**config.mk**
```make
export PLATFORM = sky130hd
export DESIGN_NAME = wb_axis_requester_flat
export DESIGN_NICKNAME = d
export VERILOG_FILES = /design/src/rtl/wb_axis_requester_if.sv /design/src/rtl/wb_axis_requester.sv /design/src/flat_wrapper.sv
export SDC_FILE = /design/constraint.sdc
export NUM_CORES = 1
export LEC_CHECK = 0
export ABC_AREA = 1
export BUFFER_PORTS_ARGS = -buffer_cell sky130_fd_sc_hd__buf_2
export CAP_MARGIN = 20
export CORE_MARGIN = 2
export CORE_UTILIZATION = 50
export DETAILED_ROUTE_END_ITERATION = 8
export PLACE_DENSITY = 0.7
export SYNTH_ARGS = -nofsm -noshare
export SYNTH_HDL_FRONTEND = slang
export SYNTH_SLANG_ARGS = --single-unit
export TNS_END_PERCENT = 30
```
**constraint.sdc**
```tcl
create_clock -name i_clk -period 4.3 [get_ports i_clk]
set_input_delay 0.86 -clock i_clk [delete_from_list [all_inputs] [get_ports i_clk]]
set_output_delay 0.86 -clock i_clk [all_outputs]
set_load 0.05 [all_outputs]
```
**src/rtl/wb_axis_requester_if.sv**
```systemverilog
// Bus bundle for the requester: Wishbone slave side plus the request/response byte streams.
// Signal names and directions are as seen from the requester (the slave modport).
interface wb_axis_requester_if;
  logic [31:0] wb_adr_i;
  logic [31:0] wb_dat_i;
  logic [31:0] wb_dat_o;
  logic        wb_we_i;
  logic [3:0]  wb_sel_i;
  logic        wb_stb_i;
  logic        wb_cyc_i;
  logic        wb_ack_o;
  logic        wb_err_o;
  logic [7:0]  m_axis_tdata;
  logic        m_axis_tvalid;
  logic        m_axis_tready;
  logic [7:0]  s_axis_tdata;
  logic        s_axis_tvalid;
  logic        s_axis_tready;

  modport slave (
    input  wb_adr_i, wb_dat_i, wb_we_i, wb_sel_i, wb_stb_i, wb_cyc_i,
    output wb_dat_o, wb_ack_o, wb_err_o,
    output m_axis_tdata, m_axis_tvalid,
    input  m_axis_tready,
    input  s_axis_tdata, s_axis_tvalid,
    output s_axis_tready
  );

  modport master (
    output wb_adr_i, wb_dat_i, wb_we_i, wb_sel_i, wb_stb_i, wb_cyc_i,
    input  wb_dat_o, wb_ack_o, wb_err_o,
    input  m_axis_tdata, m_axis_tvalid,
    output m_axis_tready,
    output s_axis_tdata, s_axis_tvalid,
    input  s_axis_tready
  );
endinterface

```
**src/rtl/wb_axis_requester.sv**
```systemverilog
// Wishbone slave that turns each single-word access into a request byte frame and completes
// the cycle from the echoed response frame (ack on a clean echo, err on mismatch or timeout).
module wb_axis_requester #(
  parameter int unsigned TIMEOUT   = 1024,
  parameter logic [7:0]  CMD_READ  = 8'hA1,
  parameter logic [7:0]  CMD_WRITE = 8'hA2
) (
  input  logic               i_clk,
  input  logic               i_rst_n,
  wb_axis_requester_if.slave bus,
  output logic               o_busy
);
  localparam int unsigned TW = $clog2(TIMEOUT) + 1;

  typedef enum logic [1:0] {StIdle, StTx, StRx, StResp} state_e;

  state_e        state_q, state_d;
  logic [31:0]   adr_q, adr_d, dat_q, dat_d, rd_q, rd_d, dat_o_q, dat_o_d;
  logic          we_q, we_d, err_flag_q, err_flag_d;
  logic [3:0]    idx_q, idx_d;
  logic [TW-1:0] timer_q, timer_d;
  logic [7:0]    tdata_q, tdata_d;
  logic          tvalid_q, tvalid_d, sready_q, sready_d;
  logic          ack_q, ack_d, err_q, err_d, busy_q, busy_d;

  logic [3:0] tx_last, rx_last;
  logic       rx_fire, rx_bad, rx_err, unused_sel;

  // Byte idx of a frame; the response echo uses the same layout for bytes 0..6.
  function automatic logic [7:0] frame_byte(input logic we, input logic [31:0] adr,
                                            input logic [31:0] dat, input logic [3:0] idx);
    logic [7:0] b;
    case (idx)
      4'd0:    b = we ? CMD_WRITE : CMD_READ;
      4'd1:    b = adr[31:24];
      4'd2:    b = adr[23:16];
      4'd3:    b = adr[15:8];
      4'd4:    b = adr[7:0];
      4'd5:    b = 8'h00;
      4'd6:    b = 8'h01;
      4'd7:    b = dat[31:24];
      4'd8:    b = dat[23:16];
      4'd9:    b = dat[15:8];
      4'd10:   b = dat[7:0];
      default: b = 8'h00;
    endcase
    return b;
  endfunction

  assign unused_sel = ^bus.wb_sel_i;
  assign tx_last    = we_q ? 4'd10 : 4'd6;
  assign rx_last    = we_q ? 4'd6 : 4'd10;
  assign rx_fire    = bus.s_axis_tvalid & sready_q;
  assign rx_bad     = (idx_q < 4'd7) &&
                      (bus.s_axis_tdata != frame_byte(we_q, adr_q, dat_q, idx_q));
  assign rx_err     = err_flag_q | rx_bad;

  always_comb begin
    state_d    = state_q;
    adr_d      = adr_q;
    dat_d      = dat_q;
    we_d       = we_q;
    rd_d       = rd_q;
    err_flag_d = err_flag_q;
    idx_d      = idx_q;
    timer_d    = timer_q;
    tdata_d    = tdata_q;
    tvalid_d   = tvalid_q;
    sready_d   = sready_q;
    ack_d      = 1'b0;
    err_d      = 1'b0;
    dat_o_d    = 32'h0;

    unique case (state_q)
      StIdle: begin
        sready_d = 1'b1;
        if (bus.wb_cyc_i && bus.wb_stb_i) begin
          adr_d      = bus.wb_adr_i;
          dat_d      = bus.wb_dat_i;
          we_d       = bus.wb_we_i;
          rd_d       = 32'h0;
          err_flag_d = 1'b0;
          idx_d      = 4'd0;
          tdata_d    = frame_byte(bus.wb_we_i, bus.wb_adr_i, bus.wb_dat_i, 4'd0);
          tvalid_d   = 1'b1;
          sready_d   = 1'b0;
          state_d    = StTx;
        end
      end
      StTx: begin
        if (tvalid_q && bus.m_axis_tready) begin
          if (idx_q == tx_last) begin
            tvalid_d = 1'b0;
            tdata_d  = 8'h00;
            idx_d    = 4'd0;
            timer_d  = '0;
            sready_d = 1'b1;
            state_d  = StRx;
          end else begin
            idx_d   = idx_q + 4'd1;
            tdata_d = frame_byte(we_q, adr_q, dat_q, idx_q + 4'd1);
          end
        end
      end
      StRx: begin
        if (rx_fire) begin
          timer_d    = '0;
          idx_d      = idx_q + 4'd1;
          err_flag_d = rx_err;
          if (idx_q >= 4'd7) rd_d = {rd_q[23:0], bus.s_axis_tdata};
          if (idx_q == rx_last) begin
            state_d  = StResp;
            sready_d = 1'b0;
            ack_d    = bus.wb_cyc_i & ~rx_err;
            err_d    = bus.wb_cyc_i & rx_err;
            dat_o_d  = (bus.wb_cyc_i && !rx_err && !we_q) ? rd_d : 32'h0;
          end
        end else if (timer_q == TW'(TIMEOUT - 1)) begin
          state_d    = StResp;
          sready_d   = 1'b0;
          err_flag_d = 1'b1;
          err_d      = bus.wb_cyc_i;
        end else begin
          timer_d = timer_q + 1'b1;
        end
      end
      StResp: begin
        state_d    = StIdle;
        sready_d   = 1'b1;
        err_flag_d = 1'b0;
        idx_d      = 4'd0;
        timer_d    = '0;
      end
    endcase

    busy_d = (state_d != StIdle);
  end

  always_ff @(posedge i_clk or negedge i_rst_n) begin
    if (!i_rst_n) begin
      state_q    <= StIdle;
      adr_q      <= 32'h0;
      dat_q      <= 32'h0;
      we_q       <= 1'b0;
      rd_q       <= 32'h0;
      err_flag_q <= 1'b0;
      idx_q      <= 4'd0;
      timer_q    <= '0;
      tdata_q    <= 8'h00;
      tvalid_q   <= 1'b0;
      sready_q   <= 1'b0;
      ack_q      <= 1'b0;
      err_q      <= 1'b0;
      dat_o_q    <= 32'h0;
      busy_q     <= 1'b0;
    end else begin
      state_q    <= state_d;
      adr_q      <= adr_d;
      dat_q      <= dat_d;
      we_q       <= we_d;
      rd_q       <= rd_d;
      err_flag_q <= err_flag_d;
      idx_q      <= idx_d;
      timer_q    <= timer_d;
      tdata_q    <= tdata_d;
      tvalid_q   <= tvalid_d;
      sready_q   <= sready_d;
      ack_q      <= ack_d;
      err_q      <= err_d;
      dat_o_q    <= dat_o_d;
      busy_q     <= busy_d;
    end
  end

  assign bus.m_axis_tdata  = tdata_q;
  assign bus.m_axis_tvalid = tvalid_q;
  assign bus.s_axis_tready = sready_q;
  assign bus.wb_ack_o      = ack_q;
  assign bus.wb_err_o      = err_q;
  assign bus.wb_dat_o      = dat_o_q;
  assign o_busy            = busy_q;
endmodule
```
**src/flat_wrapper.sv**
```systemverilog
// flat-port wrapper written by rule: the top's interface ports become plain ports
module wb_axis_requester_flat 
#(
  parameter int unsigned TIMEOUT   = 1024,
  parameter logic [7:0]  CMD_READ  = 8'hA1,
  parameter logic [7:0]  CMD_WRITE = 8'hA2
)
  (i_clk, i_rst_n, o_busy, bus_wb_adr_i, bus_wb_dat_i, bus_wb_we_i, bus_wb_sel_i, bus_wb_stb_i, bus_wb_cyc_i, bus_wb_dat_o, bus_wb_ack_o, bus_wb_err_o, bus_m_axis_tdata, bus_m_axis_tvalid, bus_m_axis_tready, bus_s_axis_tdata, bus_s_axis_tvalid, bus_s_axis_tready);
  wb_axis_requester_if bus_i ();
  input  logic i_clk;
  input  logic i_rst_n;
  output logic o_busy;
  input wire logic [$bits(bus_i.wb_adr_i)-1:0] bus_wb_adr_i;
  input wire logic [$bits(bus_i.wb_dat_i)-1:0] bus_wb_dat_i;
  input wire logic [$bits(bus_i.wb_we_i)-1:0] bus_wb_we_i;
  input wire logic [$bits(bus_i.wb_sel_i)-1:0] bus_wb_sel_i;
  input wire logic [$bits(bus_i.wb_stb_i)-1:0] bus_wb_stb_i;
  input wire logic [$bits(bus_i.wb_cyc_i)-1:0] bus_wb_cyc_i;
  output wire logic [$bits(bus_i.wb_dat_o)-1:0] bus_wb_dat_o;
  output wire logic [$bits(bus_i.wb_ack_o)-1:0] bus_wb_ack_o;
  output wire logic [$bits(bus_i.wb_err_o)-1:0] bus_wb_err_o;
  output wire logic [$bits(bus_i.m_axis_tdata)-1:0] bus_m_axis_tdata;
  output wire logic [$bits(bus_i.m_axis_tvalid)-1:0] bus_m_axis_tvalid;
  input wire logic [$bits(bus_i.m_axis_tready)-1:0] bus_m_axis_tready;
  input wire logic [$bits(bus_i.s_axis_tdata)-1:0] bus_s_axis_tdata;
  input wire logic [$bits(bus_i.s_axis_tvalid)-1:0] bus_s_axis_tvalid;
  output wire logic [$bits(bus_i.s_axis_tready)-1:0] bus_s_axis_tready;
  assign bus_i.wb_adr_i = bus_wb_adr_i;
  assign bus_i.wb_dat_i = bus_wb_dat_i;
  assign bus_i.wb_we_i = bus_wb_we_i;
  assign bus_i.wb_sel_i = bus_wb_sel_i;
  assign bus_i.wb_stb_i = bus_wb_stb_i;
  assign bus_i.wb_cyc_i = bus_wb_cyc_i;
  assign bus_wb_dat_o = bus_i.wb_dat_o;
  assign bus_wb_ack_o = bus_i.wb_ack_o;
  assign bus_wb_err_o = bus_i.wb_err_o;
  assign bus_m_axis_tdata = bus_i.m_axis_tdata;
  assign bus_m_axis_tvalid = bus_i.m_axis_tvalid;
  assign bus_i.m_axis_tready = bus_m_axis_tready;
  assign bus_i.s_axis_tdata = bus_s_axis_tdata;
  assign bus_i.s_axis_tvalid = bus_s_axis_tvalid;
  assign bus_s_axis_tready = bus_i.s_axis_tready;
  wb_axis_requester #(.TIMEOUT(TIMEOUT), .CMD_READ(CMD_READ), .CMD_WRITE(CMD_WRITE)) u_core (.i_clk(i_clk), .i_rst_n(i_rst_n), .bus(bus_i), .o_busy(o_busy));
endmodule
```
# Word-level counts from Yosys, hierarchy flattened
# Index checks and enable logic that the tools add are counted.
# totals
regBits	160
latchBits	0
ramBits	0
rom_bits	0
inputBits	83
out_inout_bits	45
n_memories	0
# op_classes
n_addsub	2
multipliers	0
n_div	0
magnitude_cmp	2
n_eq_ne	32
n_shift	0
n_mux	57
n_bitwise	5
n_reduce_logical	23
# op_table
cell	n
$mux W32	7
$pmux W8 S10	2
$pmux W32 S2	1
$mux W11	4
$pmux W11 S3	1
$eq A4 B3 Y1 const B	6
$eq A4 B4 Y1 const B	6
$mux W4	6
$mux W8	3
$mux W1	19
$eq A4 B2 Y1 const B	4
$mux W2	8
$pmux W4 S4	1
$pmux W8 S2	1
$reduce_and A3 Y1	4
$reduce_and A4 Y1	3
$add A11 B1 Y11 const B	1
$eq A11 B10 Y1 const B	1
$eq A4 B1 Y1 const B	2
$eq A4 B4 Y1	2
$logic_not A4 Y1	2
$ne A2 B1 Y1 const B	4
$ne A8 B8 Y1	1
$pmux W2 S4	1
other kinds (20)	31

# Longest topological paths before layout
# Gate-level depths: netlist of run 1.
# depth
word_depth	12
depth_mapped	17
ltp_nobuf	16

# Worst setup path before layout of run 1
# No wires, ideal clock.
# synth_timing
path_type	register -> register
startpoint	register u_core.idx_q[0]
endpoint	register u_core.dat_o_q[10], in the netlist u_core.bus.wb_dat_o[10]
setup_time_ps	69
arrival_ps	2101
t_required_ps	4231
slack_ps	2130
stages_incl_launch_ff	17
n_path_buf	3
synth_period_minus_slack_ps	2170
cell_sequence	dfrtp_1 -> inv_1 -> ha_1 -> buf_2 -> clkbuf_1 -> nand4_1 -> nand2_1 -> nor2_1 -> nand3_1 -> nand2_1 -> nand2_1 -> nor2_1 -> nand3_1 -> nand2_2 -> nand4_4 -> buf_6 -> nor2_2
# synth_between
elab_chain_cells	12
elab_cells_between_ends	25
# synth_lines
element	line	source
from (decl)	wb_axis_requester.sv:20	logic [3:0] idx_q, idx_d;
from (signal assigned)	wb_axis_requester.sv:163	idx_q <= idx_d;
$eq A4 B4 Y1 (tied with other cells)	wb_axis_requester.sv:33	case (idx)
$pmux W8 S10	wb_axis_requester.sv:33	
$ne A8 B8 Y1	wb_axis_requester.sv:55	(bus.s_axis_tdata != frame_byte(we_q, adr_q, dat_q, idx_q));
$logic_and A1 B1 Y1	wb_axis_requester.sv:54	assign rx_bad = (idx_q < 4'd7) &&
$or A1 B1 Y1	wb_axis_requester.sv:56	assign rx_err = err_flag_q | rx_bad;
$logic_not A1 Y1	wb_axis_requester.sv:116	dat_o_d = (bus.wb_cyc_i && !rx_err && !we_q) ? rd_d : 32'h0;
$logic_and A1 B1 Y1 (2 in series)	wb_axis_requester.sv:116	
$mux W32	wb_axis_requester.sv:116	
$mux W32 *	wb_axis_requester.sv:111	if (idx_q == rx_last) begin
$mux W32 *	wb_axis_requester.sv:106	if (rx_fire) begin
$mux W32 *	wb_axis_requester.sv:74	unique case (state_q)
net u_core.dat_o_d[10]	wb_axis_requester.sv:18	logic [31:0] adr_q, adr_d, dat_q, dat_d, rd_q, rd_d, dat_o_q, dat_o_d;
to (signal assigned)	wb_axis_requester.sv:170	dat_o_q <= dat_o_d;
to (decl)	wb_axis_requester.sv:18	
# The timed path passes the listed nets; every way through them passes the cells marked *.
# A chain may end at the register's enable or synchronous reset.

# Final worst setup path of run 1
# layout_timing
startpoint	register u_core.idx_q[2]
endpoint	register u_core.dat_o_q[20], in the netlist u_core.bus.wb_dat_o[20]
# Same word-level chain as after synthesis.

==> results, run 1 <==
- After filler insertion, the fill cell instance count of the layout stands at between 1,500 and 2,000.
- The data arrival time at the worst-slack endpoint is approximately 3.6 ns.
- The number of antenna violations at the first check in global routing is 0.
- The cell type of the slowest stage on the worst timing path is dfrtp_1.
- Ranked by total cell area, the synthesized netlist is headed by dfrtp_1 47%, nand2_1 17%, o21ai_0 6.5%.
- The internal portion of the total power is roughly 3400 uW.
- Compared with the post-synthesis result, the final layout area differs by 16.2%.
- The mapped netlist covers 8430 um^2.
- The clock sink count is 160.
- The total nets after synthesis is around 1,200.
- The height of the chip is about 130 um.
- The largest fanout of any net on the critical path is 32.
- The synthesized netlist contains 40 unique library cells.
- Together, buffers and inverters on the worst path number 1.
- The count of endpoints failing setup in the final report is 0.
- The number of cell rows is between 40 and 50.
- The layout net count is about 1,300.
- The pre-antenna-repair detailed-routing pass consisted of 5 iterations.
- The post-DP HPWL is roughly 15,000 um.
- The clock transition at the registers of the reported paths is 0.07 ns.
- The total overflow left after global routing is 0.
- The final count of hold timing violations is 0.
- 0 antenna diodes ended up in the layout.
- The share of synthesized area in the top cell type comes to 0.475.
- The run finished with clean final reports.
- From left edge to right edge, the die measures around 130 um.
- The share of total power dissipated in combinational logic is 0.317.
- The final critical-path required period is about 3.3 ns.
- The fraction of the yosys area taken by sequential cells is 0.475.
- The count of vias placed by the detailed router is 7,677.
- The net switching share of the total power is 0.401.
- Signal routing reaches up to met4.
- The total negative setup slack is 0 ns.
- Yosys instantiated no cell more often than nand2_1.
- The CTS tree is done.
- In the routed layout, each cell is associated on average with a via count of approximately 5.3.
- The path category of the worst min-delay check is input port to async pin.
- The type of the setup path with the least slack is flop to flop.
- Synthesis produced a netlist whose cell count is ~1,100.
- In this design, the stage delay of the slowest critical-path cell is between 0.8 and 0.9 ns.
- The number of violations of the max-capacitance limit is 0.
- The switching power summed over all nets is between 2000 and 2500 uW.
- Dividing the final minimum period by the clock period gives 0.761.
- The share of total power dissipated in the clock network is 0.294.
- The power share of the sequential group is 0.389.
- In the final routed layout, each cell accounts on average for around 15 um.
- The max-slew violation count is 0.
- The number of global-route vias before repair came to roughly 7,300.
- The layout cell share with drive strength beyond 1 is 0.174.
- The timing-limited maximum frequency is 306 MHz.
- The most numerous cell type found on the critical path is nor2_1.
- The Yosys step of the flow raised 0 warnings.
- Dividing total power by cell area gives a power density of between 500 and 600 nW/um^2.
- The clock arrives with 0.0114 ns of skew.
- The number of hold buffers added after cts is 0.
- No sink is reached through more buffers than the 2 on the longest clock path.
- Headroom to the max-slew limit came out at 0.481.
- The I/O pin total is around 130.
- CTS built an H-tree with a depth of 4.
- The area of the placeable core is approximately 17,000 um^2.
- After the first detailed-routing iteration, the DRC count stood at ~670.
- The final hold slack is ~0.46 ns.
- The multi-input gate area in the final layout is roughly 3800 um^2.
- The number of instances in the placed design is ~1,400.
- Among all flip-flop cells after synthesis, the most frequent one is dfrtp_1.
- The number of flip-flops and latches in the synthesized netlist is 160.
- The slew at the pin closest to its max-slew limit is 0.778 ns.
- The largest voltage drop on the vdd net is between 0.2 and 0.3 mV.
- The aggregate global-route resource usage is 0.258.
- The final estimated routing congestion in global placement is just under 1.
- The tree is rooted in a clkbuf_16.
- In the detailed route, the total length drawn on met3 is approximately 1200 um.
- The number of antenna-violating nets in the routed design is 0.
- The DRC violation count after routing is 0.
- The worst setup path is captured at a flop.
- Setup repair after global routing left no endpoint under its margin.
- The share of synthesized flip-flops with an asynchronous set or reset is 1.00.
- STA classifies the critical path startpoint as a flop.
- Entering global routing, the biggest net connects 90 pins.
- The number of standard cells in the layout, taps in and fillers out is between 1,000 and 1,500.
- For this design the static power due to leakage is 0.00483 uW.
- Buffers placed on the I/O ports in this run total around 120.
- Traced cell by cell, the critical path runs through inv_2, nor2_1, nand2_1, nor2_1, nor2_1, nand4_1, nand2_1, nor2_1, nand3_1, nand2_2, nand4_4, nor2_2.
- The post-CTS setup-driven buffer insertion count is 0.
- Summing all placed instances gives a cell area of roughly 9000 um^2.
- Counting flops with a built-in enable in the synthesized netlist gives 0.
- Summed over all layers, the routed wires come to about 22,000 um.
- The finished cells cover between 9000 and 10,000 um^2.
- The family of cells with the greatest summed delay on the critical path is simple AND/OR/NAND/NOR gates.
- The average instance in the mapped netlist occupies between 7 and 8 um^2.
- For this configuration, the core starts out at a cell density of 0.510.
- Data on the critical path is required at its endpoint by between 4 and 5 ns.
- The number of instances resized during post-cts repair is 0.
- The die covers between 15,000 and 20,000 um^2.
- The flip-flop and latch area is 4000 um^2.
- In the synthesized netlist, the cells that appear most often are 375 x nand2_1, 160 x dfrtp_1, 112 x inv_1, 109 x o21ai_0, 69 x nor2_1.
- The routed length on met2 is about 10,000 um.
- The later pin in the worst-skew pair is clocked with a latency of 0.43 ns.
- The leading area contributor after synthesis is dfrtp_1.
- In the final routing, the length of wire on met1 measures around 10000 um.
- The total clock buffers created by CTS is 17.
- The first global-routing pass estimated around 36,000 um of wire.
## sequential cells by signal (all words and copies together), names as in the netlist, 2 cells and up
signal                   cells
u_core.dat_q                32
u_core.bus.wb_dat_o         32
u_core.adr_q                32
u_core.idx_q                 4
u_core.timer_q              11
u_core.bus.m_axis_tdata      8
u_core.rd_q                 32
u_core.state_q               2
## cells in the final DEF, fill, tap and decap left out, types with 2 or more instances in the layout
cell type,count
nand2_1,375
dfrtp_1,160
buf_2,122
inv_1,112
o21ai_0,109
nor2_1,67
nand3_1,66
a21oi_1,45
nor2_2,36
nand4_1,27
clkbuf_16,17
ha_1,12
nor3_1,10
o22ai_1,6
xor2_1,6
o2111ai_1,6
buf_4,6
inv_2,4
nor2_4,4
bufinv_16,4
inv_6,3
o211ai_1,2
nand2_2,2
a22o_1,2
inv_8,2
clkinv_4,2
## metal layers
metal / track usage / vias to the layer above
li1: - / 3765
met1: 0.350 / 3591
met2: 0.411 / 267
met3: 0.0499 / 54
met4: 0.102 / 0
met5: 0 / -
## power by group through the flow
stage	logic [uW]	registers [uW]	clock network, uW
floorplan	1170	2220	0
global placement	1750	2200	0
detailed placement	1780	2200	0
CTS	1780	2180	1670
global route	2020	2230	1740
finish	1790	2190	1650
## per-stage QoR
| step | util | setup slack (ns) | power (uW) |
|---|---|---|---|
| 4_1_cts | 0.593 | 1.10 | 5640 |
| 5_1_grt | 0.593 | 0.800 | 5990 |
| 6_report | 0.593 | 1.03 | 5630 |
| 3_3_place_gp | 0.554 | 1.14 | 3950 |
| 3_5_place_dp | 0.554 | 1.12 | 3980 |
| 2_1_floorplan | - | 2.13 | 3380 |
## final timing paths
path,startpoint,end,slack [ns],cells past startpoint
hold reg to reg,u_core.bus.m_axis_tdata[1],u_core.bus.m_axis_tdata[1],0.48,2
min in group i_clk,u_core.bus.m_axis_tdata[1],u_core.bus.m_axis_tdata[1],0.48,2
setup / recovery,u_core.idx_q[2],u_core.bus.wb_dat_o[20],1.03,12
hold / removal,i_rst_n,u_core.rd_q[26],0.46,1
setup reg to reg,u_core.idx_q[2],u_core.bus.wb_dat_o[20],1.03,12
max in group asynchronous,i_rst_n,u_core.bus.m_axis_tdata[2],2.97,2
## area by class of cell
type	count	area share
clock inverters	13	0.0203
well taps	220	0.0281
inverters	116	0.0444
flip-flops and latches	160	0.408
multi-input cells	791	0.384
repair buffers	130	0.0701
clock buffers	19	0.0452
## cells by family (layout without fill, tap and decap cells)
| kind of cell | count (synthesis) | in the layout | share of synthesized area |
|---|---|---|---|
| AO/OA/AOI/OAI | 177 | 177 | 0.112 |
| XOR/XNOR | 7 | 7 | 0.00816 |
| adder cells (fa/ha/maj) | 12 | 12 | 0.0178 |
| buffers and inverters | 170 | 278 | 0.0831 |
| flip-flops | 160 | 160 | 0.475 |
| AND/OR/NAND/NOR | 595 | 595 | 0.304 |
Note: power is estimated with default switching activity, not from simulation.
==> run 2: changes to the inputs <==
==> constraint.sdc (replaced) <==
create_clock -name i_clk -period 3.4 [get_ports i_clk]
set_input_delay 0.68 -clock i_clk [delete_from_list [all_inputs] [get_ports i_clk]]
set_output_delay 0.68 -clock i_clk [all_outputs]
set_load 0.05 [all_outputs]
==> run 2 against run 1 <==
  * Cell count up 0.83%
  * Total power up 25%
  * Largest cell class unchanged
  * Clock skew down 0.0015 ns
  * Register-to-register slack worse by 0.78 ns
  * Fmax up 3.6%
  * Critical path depth up 2
==> results, run 2 (synthesis results as in run 1) <==
- The number of cell rows came to 47 (unchanged).
- The number of iterations in the first detailed-routing pass is 5 (unchanged).
- The static leakage is 0.00486 uW (was 0.00483 uW).
- The wire length after detailed routing was 22,800 um (was 22,200 um).
- The worst endpoint required time is 3.74 ns (was 4.64 ns).
- The DRC violation count after routing was 0 (unchanged).
- The average vias per placed instance is 5.29 (was 5.30).
- The final critical-path required period is 3.16 ns (was 3.27 ns).
- The count of endpoints failing setup in the final report came to 0 (unchanged).
- The maximum number of pins on one net before global-route repair was 82 (was 90).
- The final count of hold timing violations was 0 (unchanged).
- The area of the placeable core is 16,500 um^2 (unchanged).
- The aggregate global-route resource usage is 0.258 (about the same).
- The number of hold buffers added after cts is 0 (unchanged).
- The DRC marker count from the first detailed-route iteration was 783 (was 669).
- The path category of the worst min-delay check is input port to async pin (unchanged).
- The endpoint class of the critical path was a flop (unchanged).
- The cell with the most instances on the worst path is nand2_1 (was nor2_1).
- The timing-limited maximum frequency is 317 MHz (was 306 MHz).
- The clock latency reported for the late side of the worst-skew pair is 0.43 ns (about the same).
- The post-DP HPWL is 15,800 um (was 15,500 um).
- The slew at the pin closest to its max-slew limit is 0.704 ns (was 0.778 ns).
- The number of global-route vias before repair came to 7,157 (was 7,255).
- The final clock period utilization by the worst path is 0.928 (was 0.761).
- Result of the run: completed (unchanged).
- The number of antenna-violating nets in the routed design was 0 (unchanged).
- The I/O pin total is 128 (unchanged).
- The effective utilization at floorplan is 0.510 (unchanged).
- The stage delay of the slowest cell on the critical path came to 0.57 ns (was 0.85 ns).
- The die area is 17,900 um^2 (unchanged).
- The total of buffers placed on input and output ports is 123 (unchanged).
- The max-slew violation count is 0 (unchanged).
- The largest fanout of any net on the critical path is 16 (was 32).
- The largest voltage drop on the vdd net is 0.433 mV (was 0.295 mV).
- The commonest non-fill, non-tap cell in the layout is nand2_1 (unchanged).
- The data arrival time at the worst-slack endpoint was 3.50 ns (was 3.61 ns).
- The count of vias placed by the detailed router is 7,735 (was 7,677).
- The maximum count of clock buffers along a single path is 2 (unchanged).
- Most frequent cells in the layout: 375 x nand2_1, 160 x dfrtp_1, 122 x buf_2 (unchanged).
- The type of the setup path with the least slack is flop to flop (unchanged).
- The family of cells with the greatest summed delay on the critical path is simple AND/OR/NAND/NOR gates (unchanged).
- The cell at the root of the clock tree is clkbuf_16 (unchanged).
- The worst setup skew after layout is 0.0100 ns (was 0.0114 ns).
- The wire length of the first global-routing pass is 36,400 um (was 36,500 um).
- The final hold slack was 0.269 ns (was 0.464 ns).
- The number of antenna cells inserted is 0 (unchanged).
- The power per standard cell area is 711 nW/um^2 (was 574 nW/um^2).
- The routed length per placed instance came to 15.6 um (was 15.3 um).
- Worst-path cell chain: inv_1, ha_1, nand2_1, o21ai_1, nor2_1, nand2_1, nand2_1, nand2_1, nand2_1, nor2_1, nand3_1, nand2_2, nand4_2, nor2_2 (was inv_2, nor2_1, nand2_1, nor2_1, nor2_1, nand4_1, nand2_1, nor2_1, nand3_1, nand2_2, nand4_4, nor2_2).
- The number of H-tree branching levels is 4 (unchanged).
- The CTS tree is done (unchanged).
- The height of the chip is 134 um (unchanged).
- The clock transition at the registers of the reported paths is 0.07 ns (about the same).
- The total grt overflow is 0 (unchanged).
- The cell type of the slowest stage on the worst timing path is ha_1 (was dfrtp_1).
- The number of violations of the max-capacitance limit came to 0 (unchanged).
- The layout net count was 1,323 (was 1,311).
- The total clock buffers created by CTS came to 17 (unchanged).
- The kind of launch point of the worst setup path is a flop (unchanged).
- The final estimated routing congestion in global placement is 1.04 (was 0.986).
- The layout-stage area growth over the synthesis result is 17.2% (was 16.2%).
- The headroom to the max-slew limit is 0.531 (was 0.481).
- The die outline width is 134 um (unchanged).
- The clock sink count is 160 (unchanged).
- The layout cell share with drive strength beyond 1 is 0.184 (was 0.174).
- The buffering stage count on the worst path with inverters included came to 1 (unchanged).
- The total power consumption of the routed design is 7030 uW (was 5630 uW).
- The number of antenna violations at the first check in global routing was 0 (unchanged).
==> run 2: timing repair <==
action,CTS,global route
setup buffers,0,0
endpoints found under the setup margin,0,32
hold endpoints to repair,0,0
resized for setup,0,1
==> run 2: path summary, 6_finish.rpt <==
path	startpoint	end	cells past startpoint	slack [ns]
max in group asynchronous	i_rst_n	u_core.err_flag_q	2	2.43
min in group i_clk	bus_wb_adr_i[24]	u_core.adr_q[24]	3	0.44
min reg2reg	u_core.bus.m_axis_tdata[1]	u_core.bus.m_axis_tdata[1]	2	0.47
min	i_rst_n	u_core.rd_q[26]	1	0.27
max reg2reg	u_core.idx_q[0]	u_core.bus.wb_dat_o[12]	14	0.24
max	u_core.idx_q[0]	u_core.bus.wb_dat_o[12]	14	0.24
==> run 2: through the flow <==
stage	area [um^2]	utilization	setup TNS, ns	setup slack, ns	instances
floorplan	8430	-	0	1.23	1121
global placement	9270	0.561	0	0.339	1428
detailed placement	9270	0.561	0	0.280	1428
CTS	9870	0.597	0	0.265	1460
global route	9880	0.598	-0.0240	-0.00558	1461
finish	9880	0.598	0	0.243	1461
==> run 2: layout make-up <==
class                           instances  area, um^2
Clock inverter                         14         159
Clock buffer                           18         439
Sequential cell                       160        4000
Timing Repair Buffer                  141         795
Tap cell                              220         275
Multi-Input combinational cell        792        3770
Inverter                              116         435
Fill cell                            1512        6640
==> run 2: routing by layer <==
metal / global-route usage / share of wire
met1: 0.355 / 0.44
met2: 0.409 / 0.47
met3: 0.0525 / 0.059
met4: 0.0910 / 0.028
met5: 0 / 0
==> run 2: worst reg2reg max path, delay by kind of cell, from the launching register on <==
family / cells / cell delay, ns
buffers and inverters: 1 / 0.15
flip-flops: 1 / 0.45
AND/OR/NAND/NOR: 11 / 1.74
adder cells (fa/ha/maj): 1 / 0.57
AO/OA/AOI/OAI: 1 / 0.16
==> run 2: power by group <==
part	total, uW	leakage [uW]	switching, uW	internal, uW
Combinational	2310	0.00246	1650	662
Clock	1940	0.000289	871	1070
Sequential	2780	0.00211	411	2360
Total	7030	0.00486	2930	4090
==> run 3: changes to the inputs <==
--- a/config.mk
+++ b/config.mk
@@ -7,7 +7,7 @@
 export LEC_CHECK = 0
 export ABC_AREA = 1
 export BUFFER_PORTS_ARGS = -buffer_cell sky130_fd_sc_hd__buf_2
-export CAP_MARGIN = 20
+export CAP_MARGIN = 10
 export CORE_MARGIN = 2
 export CORE_UTILIZATION = 50
 export DETAILED_ROUTE_END_ITERATION = 8
==> constraint.sdc (replaced) <==
create_clock -name i_clk -period 4 [get_ports i_clk]
set_input_delay 0.8 -clock i_clk [delete_from_list [all_inputs] [get_ports i_clk]]
set_output_delay 0.8 -clock i_clk [all_outputs]
set_load 0.05 [all_outputs]
==> run 3 against run 2 <==
  * Routed wire length fell by 0.59%
  * Clock power down 21%
  * Fmax rose by 6.0%
  * Clock skew is 0.0040 ns lower
  * Critical path depth unchanged
  * Global-route usage increased by 0.43 points
  * Via count about the same
==> results, run 3 (synthesis results as in run 1) <==
- Most frequent cells in the layout: 375 x nand2_1, 160 x dfrtp_1, 122 x buf_2 (unchanged).
- The routed length per placed instance is 15.6 um (about the same).
- The die outline width was 134 um (unchanged).
- The count of vias placed by the detailed router is 7,737 (was 7,735).
- The clock sink count is 160 (unchanged).
- The die area is 17,900 um^2 (unchanged).
- The worst endpoint required time was 4.29 ns (was 3.74 ns).
- The DRC marker count from the first detailed-route iteration was 633 (was 783).
- The clock latency reported for the late side of the worst-skew pair came to 0.43 ns (about the same).
- The number of violations of the max-capacitance limit was 0 (unchanged).
- Setup repair after global routing left no endpoint under its margin.
- The power per standard cell area is 597 nW/um^2 (was 711 nW/um^2).
- The aggregate global-route resource usage is 0.262 (was 0.258).
- The number of global-route vias before repair is 7,347 (was 7,157).
- The final-layout fill cell count is 1,561 (was 1,512).
- The average vias per placed instance is 5.32 (was 5.29).
- The number of H-tree branching levels came to 4 (unchanged).
- The static leakage was 0.00479 uW (was 0.00486 uW).
- The post-CTS setup-driven buffer insertion count is 0 (unchanged).
- The number of antenna-violating nets in the routed design came to 0 (unchanged).
- The total power consumption of the routed design is 5820 uW (was 7030 uW).
- The layout cell share with drive strength beyond 1 is 0.177 (was 0.184).
- The total clock buffers created by CTS is 17 (unchanged).
- The count of endpoints failing setup in the final report was 0 (unchanged).
- The number of instances in the placed design is 1,421 (was 1,428).
- The largest voltage drop on the vdd net came to 0.328 mV (was 0.433 mV).
- The worst setup skew after layout is 0.00602 ns (was 0.0100 ns).
- The number of hold buffers added after cts is 0 (unchanged).
- The cell at the root of the clock tree was clkbuf_16 (unchanged).
- The worst-case setup slack after placement is 1.05 ns (was 0.280 ns).
- The final critical-path required period came to 2.98 ns (was 3.16 ns).
- The area of the placeable core is 16,500 um^2 (unchanged).
- The number of antenna cells inserted is 0 (unchanged).
- The effective utilization at floorplan was 0.510 (unchanged).
- The commonest non-fill, non-tap cell in the layout was nand2_1 (unchanged).
- The total of buffers placed on input and output ports was 123 (unchanged).
- The maximum number of pins on one net before global-route repair is 93 (was 82).
- The layout-stage area growth over the synthesis result is 15.6% (was 17.2%).
- The final estimated routing congestion in global placement is 0.966 (was 1.04).
- The max-slew violation count was 0 (unchanged).
- The number of standard cells in the layout, taps in and fillers out came to 1,453 (was 1,461).
- The endpoint class of the critical path is a flop (unchanged).
- The number of instances resized during post-cts repair is 0 (unchanged).
- The largest fanout of any net on the critical path is 32 (was 16).
- The clock transition at the registers of the reported paths was 0.07 ns (about the same).
- The DRC violation count after routing is 0 (unchanged).
- The kind of launch point of the worst setup path is a flop (unchanged).
- The number of antenna violations at the first check in global routing is 0 (unchanged).
- The wire length after detailed routing is 22,600 um (was 22,800 um).
- The path category of the worst min-delay check is input port to async pin (unchanged).
- The number of cell rows is 47 (unchanged).
- The total grt overflow is 0 (unchanged).
- The I/O pin total was 128 (unchanged).
- Result of the run: completed (unchanged).
- The slew at the pin closest to its max-slew limit came to 0.764 ns (was 0.704 ns).
- The CTS tree is done (unchanged).
- The total negative setup slack was 0 ns (unchanged).
- The maximum count of clock buffers along a single path came to 2 (unchanged).
- The layout net count was 1,315 (was 1,323).
- The final count of hold timing violations came to 0 (unchanged).
- The post-DP HPWL is 16,100 um (was 15,800 um).
- The headroom to the max-slew limit is 0.491 (was 0.531).
- The data arrival time at the worst-slack endpoint is 3.27 ns (was 3.50 ns).
- The type of the setup path with the least slack was flop to flop (unchanged).
- The timing-limited maximum frequency is 336 MHz (was 317 MHz).
- The final clock period utilization by the worst path is 0.744 (was 0.928).
- The height of the chip was 134 um (unchanged).
- The wire length of the first global-routing pass is 36,900 um (was 36,400 um).
- The final critical-path setup slack is 1.02 ns (was 0.243 ns).
- The number of iterations in the first detailed-routing pass is 7 (was 5).
[run 3: cell types whose count changed in the layout (fill, tap and decap cells not counted), sizes merged]
cell	delta
nand4	-1
inv	-4
buf	-7
clkinvlp	+3
clkbuf	+2
bufinv	-1
[run 3: area by class of cell]
cell class	instances	area [um^2]	share of cell area
sequential	160	4000	0.411
multi-input combinational	791	3760	0.386
timing repair buffer	134	717	0.0736
clock buffer	20	457	0.0469
inverter	116	435	0.0447
clock inverter	12	98.8	0.0101
tap	220	275	0.0282
[run 3: routing by layer]
layer / up-vias / global-route usage / wire (um)
met1: 3664 / 0.357 / 10000
met5: - / 0 / 0
met2: 256 / 0.425 / 10900
met4: 0 / 0.0922 / 537
li1: 3782 / - / -
met3: 35 / 0.0465 / 1150
[run 3: critical path: stages, from the launching register on]
cell     delay [ns]
dfrtp_1        0.46
inv_1          0.15
ha_1           0.67
nand2_1        0.24
o21ai_0        0.20
inv_1          0.07
nand3_1        0.08
nand2_1        0.05
nand2_1        0.06
nor2_1         0.04
nand3_1        0.08
nand2_2        0.09
nand4_4        0.09
buf_4          0.43
nor2_1         0.08
[run 3: report_power, final]
group          switching, uW  total, uW  internal (uW)
combinational           1400       1940            541
clock                    696       1530            838
sequential               339       2350           2010
[run 3: final timing paths]
kind                                            startpoint                          to  slack (ns)  cells past startpoint
max in group asynchronous                          i_rst_n             u_core.adr_q[2]        2.87                      2
min in group i_clk              u_core.bus.m_axis_tdata[2]  u_core.bus.m_axis_tdata[2]        0.48                      2
worst min-delay path                               i_rst_n     u_core.bus.wb_dat_o[25]        0.18                      1
worst min register to register  u_core.bus.m_axis_tdata[2]  u_core.bus.m_axis_tdata[2]        0.48                      2
worst max-delay path                       u_core.idx_q[0]     u_core.bus.wb_dat_o[31]        1.02                     14
worst max register to register             u_core.idx_q[0]     u_core.bus.wb_dat_o[31]        1.02                     14
[run 3: through the flow]
step	hold slack (ns)	cell area, um^2	util
after floorplan	0.449	8430	-
after global placement	0.460	9190	0.556
after detailed placement	0.461	9190	0.556
after CTS	0.167	9750	0.590
after global routing	0.167	9750	0.590
final	0.177	9750	0.590
